`src/rtl/pc_fetch_unit_pkg.sv`:
```
// rtl/pc_fetch_unit_pkg.sv - shared fetch constants and state encoding
// Contents: FETCH_PC_WIDTH, FETCH_INSTR_WIDTH, FETCH_RESET_PC, fetch_state_e.
// These constants are shared with the next-PC logic and instruction memory.
package pc_fetch_unit_pkg;

  localparam int FETCH_PC_WIDTH    = 64;
  localparam int FETCH_INSTR_WIDTH = 32;

  localparam logic [FETCH_PC_WIDTH-1:0] FETCH_RESET_PC = 64'h0;

  typedef enum logic [1:0] {
    ST_START = 2'd0,
    ST_REQ   = 2'd1,
    ST_HOLD  = 2'd2,
    ST_FAULT = 2'd3
  } fetch_state_e;

endpackage

```
`src/rtl/pc_fetch_unit_fetch_counter.sv`:
```
// rtl/pc_fetch_unit_fetch_counter.sv - 32-bit wrapping completed-fetch counter
// Ports:
//   clk    in   clock
//   rst    in   asynchronous active-high reset, clears count
//   inc_en in   increment by one on the rising edge
//   count  out  current count; wraps FFFFFFFF -> 0 silently
module fetch_counter (
  input  logic        clk,
  input  logic        rst,
  input  logic        inc_en,
  output logic [31:0] count
);

  always_ff @(posedge clk or posedge rst) begin
    if (rst) begin
      count <= 32'd0;
    end else if (inc_en) begin
      count <= count + 32'd1;
    end
  end

endmodule

```
`src/rtl/pc_fetch_unit.sv`:
```
// rtl/pc_fetch_unit.sv - program counter register and instruction-fetch sequencer
// Optional feature macro: FETCH_ALIGN_CHECK_EN (misaligned NextPC -> sticky Fault).
// Ports:
//   CLK          in   clock, rising edge
//   Reset        in   asynchronous active-high reset
//   NextPC       in   next PC, loaded verbatim on an accepted Advance
//   Advance      in   downstream consumed Instruction (honoured only in HOLD)
//   IMemAck      in   memory data valid (honoured only in REQ)
//   IMemData     in   instruction word from memory
//   CurrentPC    out  registered program counter
//   IMemAddr     out  memory address, combinationally CurrentPC
//   IMemReq      out  registered fetch request
//   Instruction  out  registered fetched instruction
//   InstrValid   out  Instruction holds the word at CurrentPC
//   FetchCount   out  completed-fetch counter
//   Fault        out  sticky misaligned-PC fault (0 when the check is not built)
module pc_fetch_unit
  import pc_fetch_unit_pkg::*;
#(
  parameter int                    PC_WIDTH    = FETCH_PC_WIDTH,
  parameter int                    INSTR_WIDTH = FETCH_INSTR_WIDTH,
  parameter logic [PC_WIDTH-1:0]   RESET_PC    = FETCH_RESET_PC
) (
  input  logic                   CLK,
  input  logic                   Reset,
  input  logic [PC_WIDTH-1:0]    NextPC,
  input  logic                   Advance,
  input  logic                   IMemAck,
  input  logic [INSTR_WIDTH-1:0] IMemData,
  output logic [PC_WIDTH-1:0]    CurrentPC,
  output logic [PC_WIDTH-1:0]    IMemAddr,
  output logic                   IMemReq,
  output logic [INSTR_WIDTH-1:0] Instruction,
  output logic                   InstrValid,
  output logic [31:0]            FetchCount,
  output logic                   Fault
);

  fetch_state_e state, state_next;
  logic         req_next;
  logic         valid_next;
  logic         capture;
  logic         load_pc;

  always_ff @(posedge CLK or posedge Reset) begin
    if (Reset) begin
      state <= ST_START;
    end else begin
      state <= state_next;
    end
  end

  always_comb begin
    state_next = state;
    req_next   = IMemReq;
    valid_next = InstrValid;
    capture    = 1'b0;
    load_pc    = 1'b0;
    case (state)
      ST_START: begin
        state_next = ST_REQ;
        req_next   = 1'b1;
      end
      ST_REQ: begin
        if (IMemAck) begin
          capture    = 1'b1;
          valid_next = 1'b1;
          req_next   = 1'b0;
          state_next = ST_HOLD;
        end
      end
      ST_HOLD: begin
        if (Advance) begin
`ifdef FETCH_ALIGN_CHECK_EN
          if (NextPC[1:0] != 2'b00) begin
            // PC is left untouched so the faulting instruction address stays visible.
            valid_next = 1'b0;
            req_next   = 1'b0;
            state_next = ST_FAULT;
          end else begin
            load_pc    = 1'b1;
            valid_next = 1'b0;
            req_next   = 1'b1;
            state_next = ST_REQ;
          end
`else
          load_pc    = 1'b1;
          valid_next = 1'b0;
          req_next   = 1'b1;
          state_next = ST_REQ;
`endif
        end
      end
`ifdef FETCH_ALIGN_CHECK_EN
      ST_FAULT: begin
        req_next   = 1'b0;
        valid_next = 1'b0;
      end
`endif
      default: begin
        state_next = ST_START;
        req_next   = 1'b0;
        valid_next = 1'b0;
      end
    endcase
  end

  always_ff @(posedge CLK or posedge Reset) begin
    if (Reset) begin
      CurrentPC   <= RESET_PC;
      IMemReq     <= 1'b0;
      Instruction <= '0;
      InstrValid  <= 1'b0;
    end else begin
      IMemReq    <= req_next;
      InstrValid <= valid_next;
      if (capture) begin
        Instruction <= IMemData;
      end
      if (load_pc) begin
        CurrentPC <= NextPC;
      end
    end
  end

`ifdef FETCH_ALIGN_CHECK_EN
  always_ff @(posedge CLK or posedge Reset) begin
    if (Reset) begin
      Fault <= 1'b0;
    end else if (state_next == ST_FAULT) begin
      Fault <= 1'b1;
    end
  end
`else
  assign Fault = 1'b0;
`endif

  assign IMemAddr = CurrentPC;

  fetch_counter u_fetch_counter (
    .clk    (CLK),
    .rst    (Reset),
    .inc_en (capture),
    .count  (FetchCount)
  );

endmodule

```
`config.mk`:
```
export PLATFORM = sky130hd
export DESIGN_NAME = pc_fetch_unit
export DESIGN_NICKNAME = d
export VERILOG_FILES = /design/src/rtl/pc_fetch_unit_pkg.sv /design/src/rtl/pc_fetch_unit_fetch_counter.sv /design/src/rtl/pc_fetch_unit.sv
export SDC_FILE = /design/constraint.sdc
export NUM_CORES = 1
export LEC_CHECK = 0
export CAP_MARGIN = 20
export CORE_MARGIN = 5
export CORE_UTILIZATION = 41
export CTS_BUF_LIST = sky130_fd_sc_hd__clkbuf_8
export CTS_CLUSTER_SIZE = 8
export DETAILED_ROUTE_END_ITERATION = 8
export PLACE_DENSITY = 0.8
export SETUP_SLACK_MARGIN = 0.02
export SLEW_MARGIN = 5
export SYNTH_ARGS = -nofsm -noshare
export SYNTH_HDL_FRONTEND = slang
export SYNTH_SLANG_ARGS = --single-unit
```
`constraint.sdc`:
```
create_clock -name CLK -period 5.9 [get_ports CLK]
set_input_delay 1.18 -clock CLK [delete_from_list [all_inputs] [get_ports CLK]]
set_output_delay 1.18 -clock CLK [all_outputs]
set_load 0.05 [all_outputs]
```
==> run metrics, run 1 <==
status completed; CTS Buf Count 17; count of different cell masters after synthesis 28; num ports 295; initial antenna violation count 0; setup tns final 0 ns; Starting Density 0.422; crit share post-route 0.543; Fin. Hold Viols 0; post-route minimum period 3.21 ns; Post-CTS Setup Inserts 0; DRT iter0 DRCs ~160; # clock sinks 131; Reg area about 3300 um^2; die area between 15000 and 20000 um^2; global-route wire length before repair 23.7 mm; ys async rst share 1.00; Longest Clk Path Bufs 2; Reg2Reg Depth 4; Post-Syn Instances ~470; Seq/Total Area, Yosys 0.582; Clock Skews approximately 0.0096 ns; Fillers 1030; hold_sp Instruction[6]; Post-Syn Area per Cell 11.9 um^2; Routed Antenna Nets 0; CTS resizes 0; WP data arrival 3.52 ns; DIE HEIGHT 127 um; RSZ-0062 raised after global routing no; # DRC 0; n_diodes 0; max capacitance violation total 0; net count reported at finish just over 800; Ys Warns 0; Worst Max-Slew Pin Slew approximately 0.85 ns; number of vias per cell 4.72; critical path capture point type flop; Overflow after GRT 0; syn nets around 580; DR vias approximately 4.2k; Synth Register Bits 131; # rows 42; FMAX 312 MHz; maximum fanout along the worst path 40; pin count of the biggest net entering global routing approximately 90; total wire length 15.1 mm; worst reg2reg setup slack 3.41 ns; number of global-route vias before repair around 4.4k; share of cells above drive strength 1 0.143; RR Endpoint u_fetch_counter.count[27]; post-DP HPWL 11.6 mm; area of the core about 13000 um^2; Synth top area share 0.582; H-tree depth 4; die span in x 127 um; Synth Flop Type dfrtp_1; Total GRT Usage 0.187; port bufs about 300; area grow syn2layout 54.9%; Worst-path clk slew ~0.07 ns; RR Startpoint state[1]; DR WL/cell around 17 um; TritonRoute pass-1 iters 4; Synth area leader dfrtp_1; area of the multi-input gates around 1800 um^2; Setup crit start kind input port; max-slew violations 0; Post-synth top cells dfrtp_1, nand2_1, buf_4; # setup viols final 0; Syn Std Cell Area ~5600 um^2; Worst Hold Depth 2; routability cong. 0.785; CTS tree done; Hold Crit Class flop to flop; Hold Buf Count CTS 0; Hold Path Sink Instruction[6]; Worst EP required 6.22 ns; largest cells by area after synthesis dfrtp_1, mux2_2, buf_4, nand2_1, xnor2_1; relative slew slack 0.428; Worst-Skew Late Latency 0.44 ns; Crit Path Category input port to flop; most common cell in the netlist dfrtp_1; CTS Root Cell clkbuf_8; Crit. Startpoint IMemAck; number of synthesized flops with an enable pin 0
==> logic make-up after synthesis <==
group                    Yosys count  synth area share
buffers and inverters             84             0.101
multiplexers                      64             0.128
adder cells (fa/ha/maj)            1           0.00222
AND/OR/NAND/NOR                  158             0.134
AO/OA/AOI/OAI                      4           0.00355
other                              1          0.000666
XOR/XNOR                          31            0.0482
flip-flops                       131             0.582
==> critical path, cell delays in order <==
cell	delay [ns]
clkdlybuf4s50_1	0.54
nand3b_2	0.65
nor4_4	0.78
nand4_1	0.21
xnor2_1	0.17
==> placed cells by master, fill, tap and decap left out, drive strengths merged, types with 2 or more instances in the layout <==
| cell | n |
|---|---|
| mux2 | 64 |
| and4 | 3 |
| clkbuf | 21 |
| nand3b | 2 |
| nor2 | 5 |
| clkinv | 3 |
| xnor2 | 26 |
| buf | 4 |
| dfrtp | 131 |
| nand2 | 108 |
| xor2 | 5 |
| clkinvlp | 2 |
| inv | 3 |
| nor4 | 2 |
| clkdlybuf4s50 | 293 |
| nand3 | 11 |
| and2 | 3 |
| o21ai | 3 |
| nand4 | 11 |
| and3 | 7 |
| bufinv | 4 |
| nand4b | 3 |
==> worst max-delay path by stage <==
stage	to	slack [ns]	cells after the start
6_report	u_fetch_counter.count[27]	2.69	5
5_1_grt	u_fetch_counter.count[26]	2.45	5
4_1_cts	u_fetch_counter.count[26]	2.70	5
3_5_place_dp	u_fetch_counter.count[26]	2.21	5
3_3_place_gp	u_fetch_counter.count[28]	2.28	5
2_1_floorplan	CurrentPC[0]	1.22	1
==> routing by layer <==
metal	up-vias	global-route usage	routed length, um
met5	-	0	0
met4	0	0.0782	394
met3	31	0.0630	1220
met2	188	0.328	8020
met1	2052	0.209	5500
li1	1956	-	-
==> through the flow <==
step	std cells	setup slack [ns]	area [um^2]	hold slack (ns)	utilization
2_1_floorplan	474	1.22	5630	0.502	-
3_3_place_gp	862	2.28	8230	0.458	0.617
3_5_place_dp	862	2.21	8230	0.462	0.617
4_1_cts	894	2.70	8680	0.480	0.650
5_1_grt	896	2.45	8720	0.502	0.653
6_report	896	2.69	8720	0.478	0.653
==> layout make-up <==
cell class,instances,share of cell area
Clock buffer,21,0.0331
Clock inverter,11,0.0181
Inverter,1,0.000717
Multi-Input combinational cell,259,0.204
Sequential cell,131,0.376
Tap cell,176,0.0252
Timing Repair Buffer,297,0.343
==> flip-flops by register name, summed over array words and instances (netlist names) <==
name,cells
InstrValid,1
state,2
Instruction,32
CurrentPC,64
u_fetch_counter.count,32
Power of run 1 is not shown: default switching activity piles up to over one toggle a cycle in this logic, so the estimate is an artifact.
==> run 2: changes to the inputs <==
==> constraint.sdc (replaced) <==
create_clock -name CLK -period 3 [get_ports CLK]
set_input_delay 0.6 -clock CLK [delete_from_list [all_inputs] [get_ports CLK]]
set_output_delay 0.6 -clock CLK [all_outputs]
set_load 0.05 [all_outputs]
==> run metrics, run 2 (same netlist as run 1, synthesis figures left out) <==
Clock Skews 0.00734 ns; num ports between 200 and 300; global-route wire length before repair 23.5 mm; share of cells above drive strength 1 0.137; routability cong. 0.768; DRT iter0 DRCs 94; relative slew slack 0.543; Hold Path Sink u_fetch_counter.count[31]; initial antenna violation count 0; RR Startpoint state[1]; max-slew violations 0; n_diodes 0; status completed; Overflow after GRT 0; Starting Density 0.422; FMAX 422 MHz; Reg with most FFs CurrentPC; DR WL/cell ~17 um; Worst-path clk slew ~0.07 ns; most common cell after layout, fill and taps aside clkdlybuf4s50_1; area of the core 13300 um^2; # setup viols final 0; CP max stage delay 0.87 ns; Largest regs CurrentPC x64, Instruction x32, u_fetch_counter.count x32; Reg2Reg Depth 4; maximum fanout along the worst path 7; # rows 42; max capacitance violation total 0; number of global-route vias before repair approximately 4.4k; worst hold slack roughly 0.47 ns; TritonRoute pass-1 iters 4; die area roughly 16000 um^2; Longest Clk Path Bufs 2; critical-path cell list clkdlybuf4s50_1; WP data arrival between 1.5 and 2 ns; Hold Crit Class flop to flop; setup tns final 0 ns; Setup crit start kind flop; # clock sinks 131; post-DP HPWL 11.9 mm; area grow syn2layout 53.8%; number of vias per cell 4.67; CTS resizes 0; Bufs and invs on worst path 1; Placed Instances between 800 and 900; Fillers 1053; most frequent cells in the layout clkdlybuf4s50_1, dfrtp_1, nand2_1; Worst EP required 2.40 ns; critical path capture point type output pin; total wire length 15.1 mm; post-layout instance count excluding filler cells 898; area of the multi-input gates 1780 um^2; net count reported at finish approximately 800; CTS Buf Count 17; max reg flops 64; # DRC 0; RSZ-0062 raised after global routing no; Reg area 3280 um^2; CTS Root Cell clkbuf_8; crit share post-route 0.790; Post-CTS Setup Inserts 0; port bufs 293; worst reg2reg setup slack ~1.1 ns; RR Endpoint u_fetch_counter.count[26]; CTS tree done; Total GRT Usage 0.186; DIE HEIGHT 127 um; Crit Path Category flop to output pin; Worst Max-Slew Pin Slew 0.685 ns; Worst Hold Depth 1; kind of cell adding the most delay to the critical path buffers and inverters; Routed Antenna Nets 0; pin count of the biggest net entering global routing 77; Hold Buf Count CTS 0; hold_sp u_fetch_counter.count[31]; slowest CP cell clkdlybuf4s50_1; Worst-Skew Late Latency 0.44 ns; die span in x between 100 and 150 um; post-route minimum period 2.37 ns; H-tree depth 4; DR vias 4191; Fin. Hold Viols 0
run 2: cell type report:
cell class	instances	area share
timing repair buffer	299	0.347
sequential	131	0.379
inverter	1	0.000867
clock buffer	19	0.0302
clock inverter	13	0.0121
multi-input combinational	259	0.206
tap	176	0.0254
run 2: layer usage:
layer,share of wire,vias up,GRT usage
met5,0,-,0
li1,-,1960,-
met2,0.53,184,0.335
met4,0.032,0,0.0858
met1,0.36,2006,0.197
met3,0.080,41,0.0634
run 2: how the worst max path moves through the flow:
| stage | from | to | slack [ns] | cells past startpoint |
|---|---|---|---|---|
| 2_1_floorplan | Reset | CurrentPC[0] | 0.78 | 1 |
| 3_3_place_gp | IMemAck | u_fetch_counter.count[28] | 0.57 | 5 |
| 3_5_place_dp | IMemAck | u_fetch_counter.count[25] | 0.52 | 5 |
| 4_1_cts | u_fetch_counter.count[4] | FetchCount[4] | 0.59 | 1 |
| 5_1_grt | state[0] | IMemReq | 0.54 | 1 |
| 6_report | u_fetch_counter.count[4] | FetchCount[4] | 0.63 | 1 |
run 2: metrics by stage:
step | utilization | instance area, um^2 | setup slack, ns
3_3_place_gp | 0.621 | 8290 | 0.567
3_5_place_dp | 0.621 | 8290 | 0.523
5_1_grt | 0.648 | 8660 | 0.541
4_1_cts | 0.648 | 8660 | 0.591
2_1_floorplan | - | 5630 | 0.777
6_report | 0.648 | 8660 | 0.631
Power of run 2 is left out for the same reason.
==> run 3: changes to the inputs <==
==> constraint.sdc (replaced) <==
create_clock -name CLK -period 2.25 [get_ports CLK]
set_input_delay 0.45 -clock CLK [delete_from_list [all_inputs] [get_ports CLK]]
set_output_delay 0.45 -clock CLK [all_outputs]
set_load 0.05 [all_outputs]
==> run metrics, run 3 (same netlist as run 1, synthesis figures left out) <==
Reg area 3280 um^2; Post-CTS Setup Inserts 0; Largest regs CurrentPC x64, Instruction x32, u_fetch_counter.count x32; n_diodes 0; WP data arrival 1.71 ns; Fillers 1034; number of global-route vias before repair 4339; CP max stage delay 0.86 ns; Crit Path Category flop to output pin; Worst-path clk slew ~0.07 ns; DIE HEIGHT 127 um; Reg with most FFs CurrentPC; Total GRT Usage 0.181; Bufs and invs on worst path 1; kind of cell adding the most delay to the critical path buffers and inverters; port bufs 293; crit share post-route 0.961; num ports 295; CTS tree done; Hold Crit Class input port to async pin; total wire length 14.9 mm; net count reported at finish 812; Worst-Skew Late Latency approximately 0.42 ns; GRT met2 Usage 0.334; slowest CP cell clkdlybuf4s50_1; RR Startpoint state[1]; DRT iter0 DRCs 142; critical path capture point type output pin; Starting Density 0.422; M1 GR Usage 0.188; initial antenna violation count 0; post-route minimum period ~2.2 ns; Setup crit start kind flop; FMAX between 400 and 500 MHz; # setup viols final 0; RSZ-0062 raised after global routing no; TritonRoute pass-1 iters 4; Worst EP required between 1.5 and 2 ns; area of the core 13300 um^2; critical-path cell list clkdlybuf4s50_1; worst reg2reg setup slack ~0.54 ns; busiest grt layer met2; area grow syn2layout 53.3%; relative slew slack 0.634; most frequent cells in the layout clkdlybuf4s50_1, dfrtp_1, nand2_1; Routed Antenna Nets 0; max-slew violations 0; area of the multi-input gates 1780 um^2; status completed; die span in x 127 um; Worst Max-Slew Pin Slew around 0.55 ns; met3 Resource Use GR 0.0693; share of cells above drive strength 1 0.141; # DRC 0; max reg flops between 60 and 70; CTS Root Cell clkbuf_8; die area 16200 um^2; Fin. Hold Viols 0; routability cong. a little under 0.8; Hold Buf Count CTS 0; setup tns final 0 ns; # clock sinks 131; most common cell after layout, fill and taps aside clkdlybuf4s50_1; global-route wire length before repair 23.0 mm; DR vias ~4.2k; number of vias per cell around 4.7; DR WL/cell ~17 um; CTS Buf Count 17; max capacitance violation total 0; H-tree depth 4; # rows between 40 and 50; pin count of the biggest net entering global routing 65; Longest Clk Path Bufs 2; worst hold slack around 0.41 ns; maximum fanout along the worst path 5; post-DP HPWL 11.7 mm; Overflow after GRT 0; Crit. Startpoint u_fetch_counter.count[2]; Clock Skews 0.00708 ns
==> run 3: cell types whose count changed in the layout (fill, tap and decap cells not counted), sizes merged, moves of 4 or more <==
cell           change
dlymetal6s2s       +4
dlygate4sd2        +4
clkdlybuf4s50      -8
clkinv             +4
==> run 3: cell type report <==
| cell class | instances | area share |
|---|---|---|
| Clock buffer | 18 | 0.0287 |
| Multi-Input combinational cell | 259 | 0.206 |
| Clock inverter | 13 | 0.00667 |
| Timing Repair Buffer | 301 | 0.352 |
| Tap cell | 176 | 0.0255 |
| Sequential cell | 131 | 0.380 |
| Inverter | 1 | 0.000870 |
==> run 3: through the flow <==
stage,utilization,cell area (um^2),instances,worst slack (ns)
CTS,0.646,8620,899,0.0223
global placement,0.623,8320,868,0.176
finish,0.646,8630,899,0.0886
floorplan,-,5630,474,0.177
detailed placement,0.623,8320,868,0.122
global route,0.646,8630,899,0.0243
==> run 3: final timing paths <==
path | end | cells after the start
max in group asynchronous | CurrentPC[50] | 3
worst min register to register | Instruction[13] | 2
min in group CLK | Instruction[13] | 2
worst min-delay path | u_fetch_counter.count[23] | 2
worst max-delay path | FetchCount[2] | 1
worst max register to register | u_fetch_counter.count[20] | 5
==> run 3: repair_timing <==
action	4_1_cts	5_1_grt
gates resized for setup	4	4
gates cloned	0	0
endpoints found under the setup margin	4	4
pin swaps	0	0
==> run 3: metal layers <==
layer  wire [um]  part of all wire
met3        1260             0.085
met1        5220              0.35
met4         208             0.014
met5           0                 0
met2        8220              0.55
Power of run 3 is left out for the same reason.
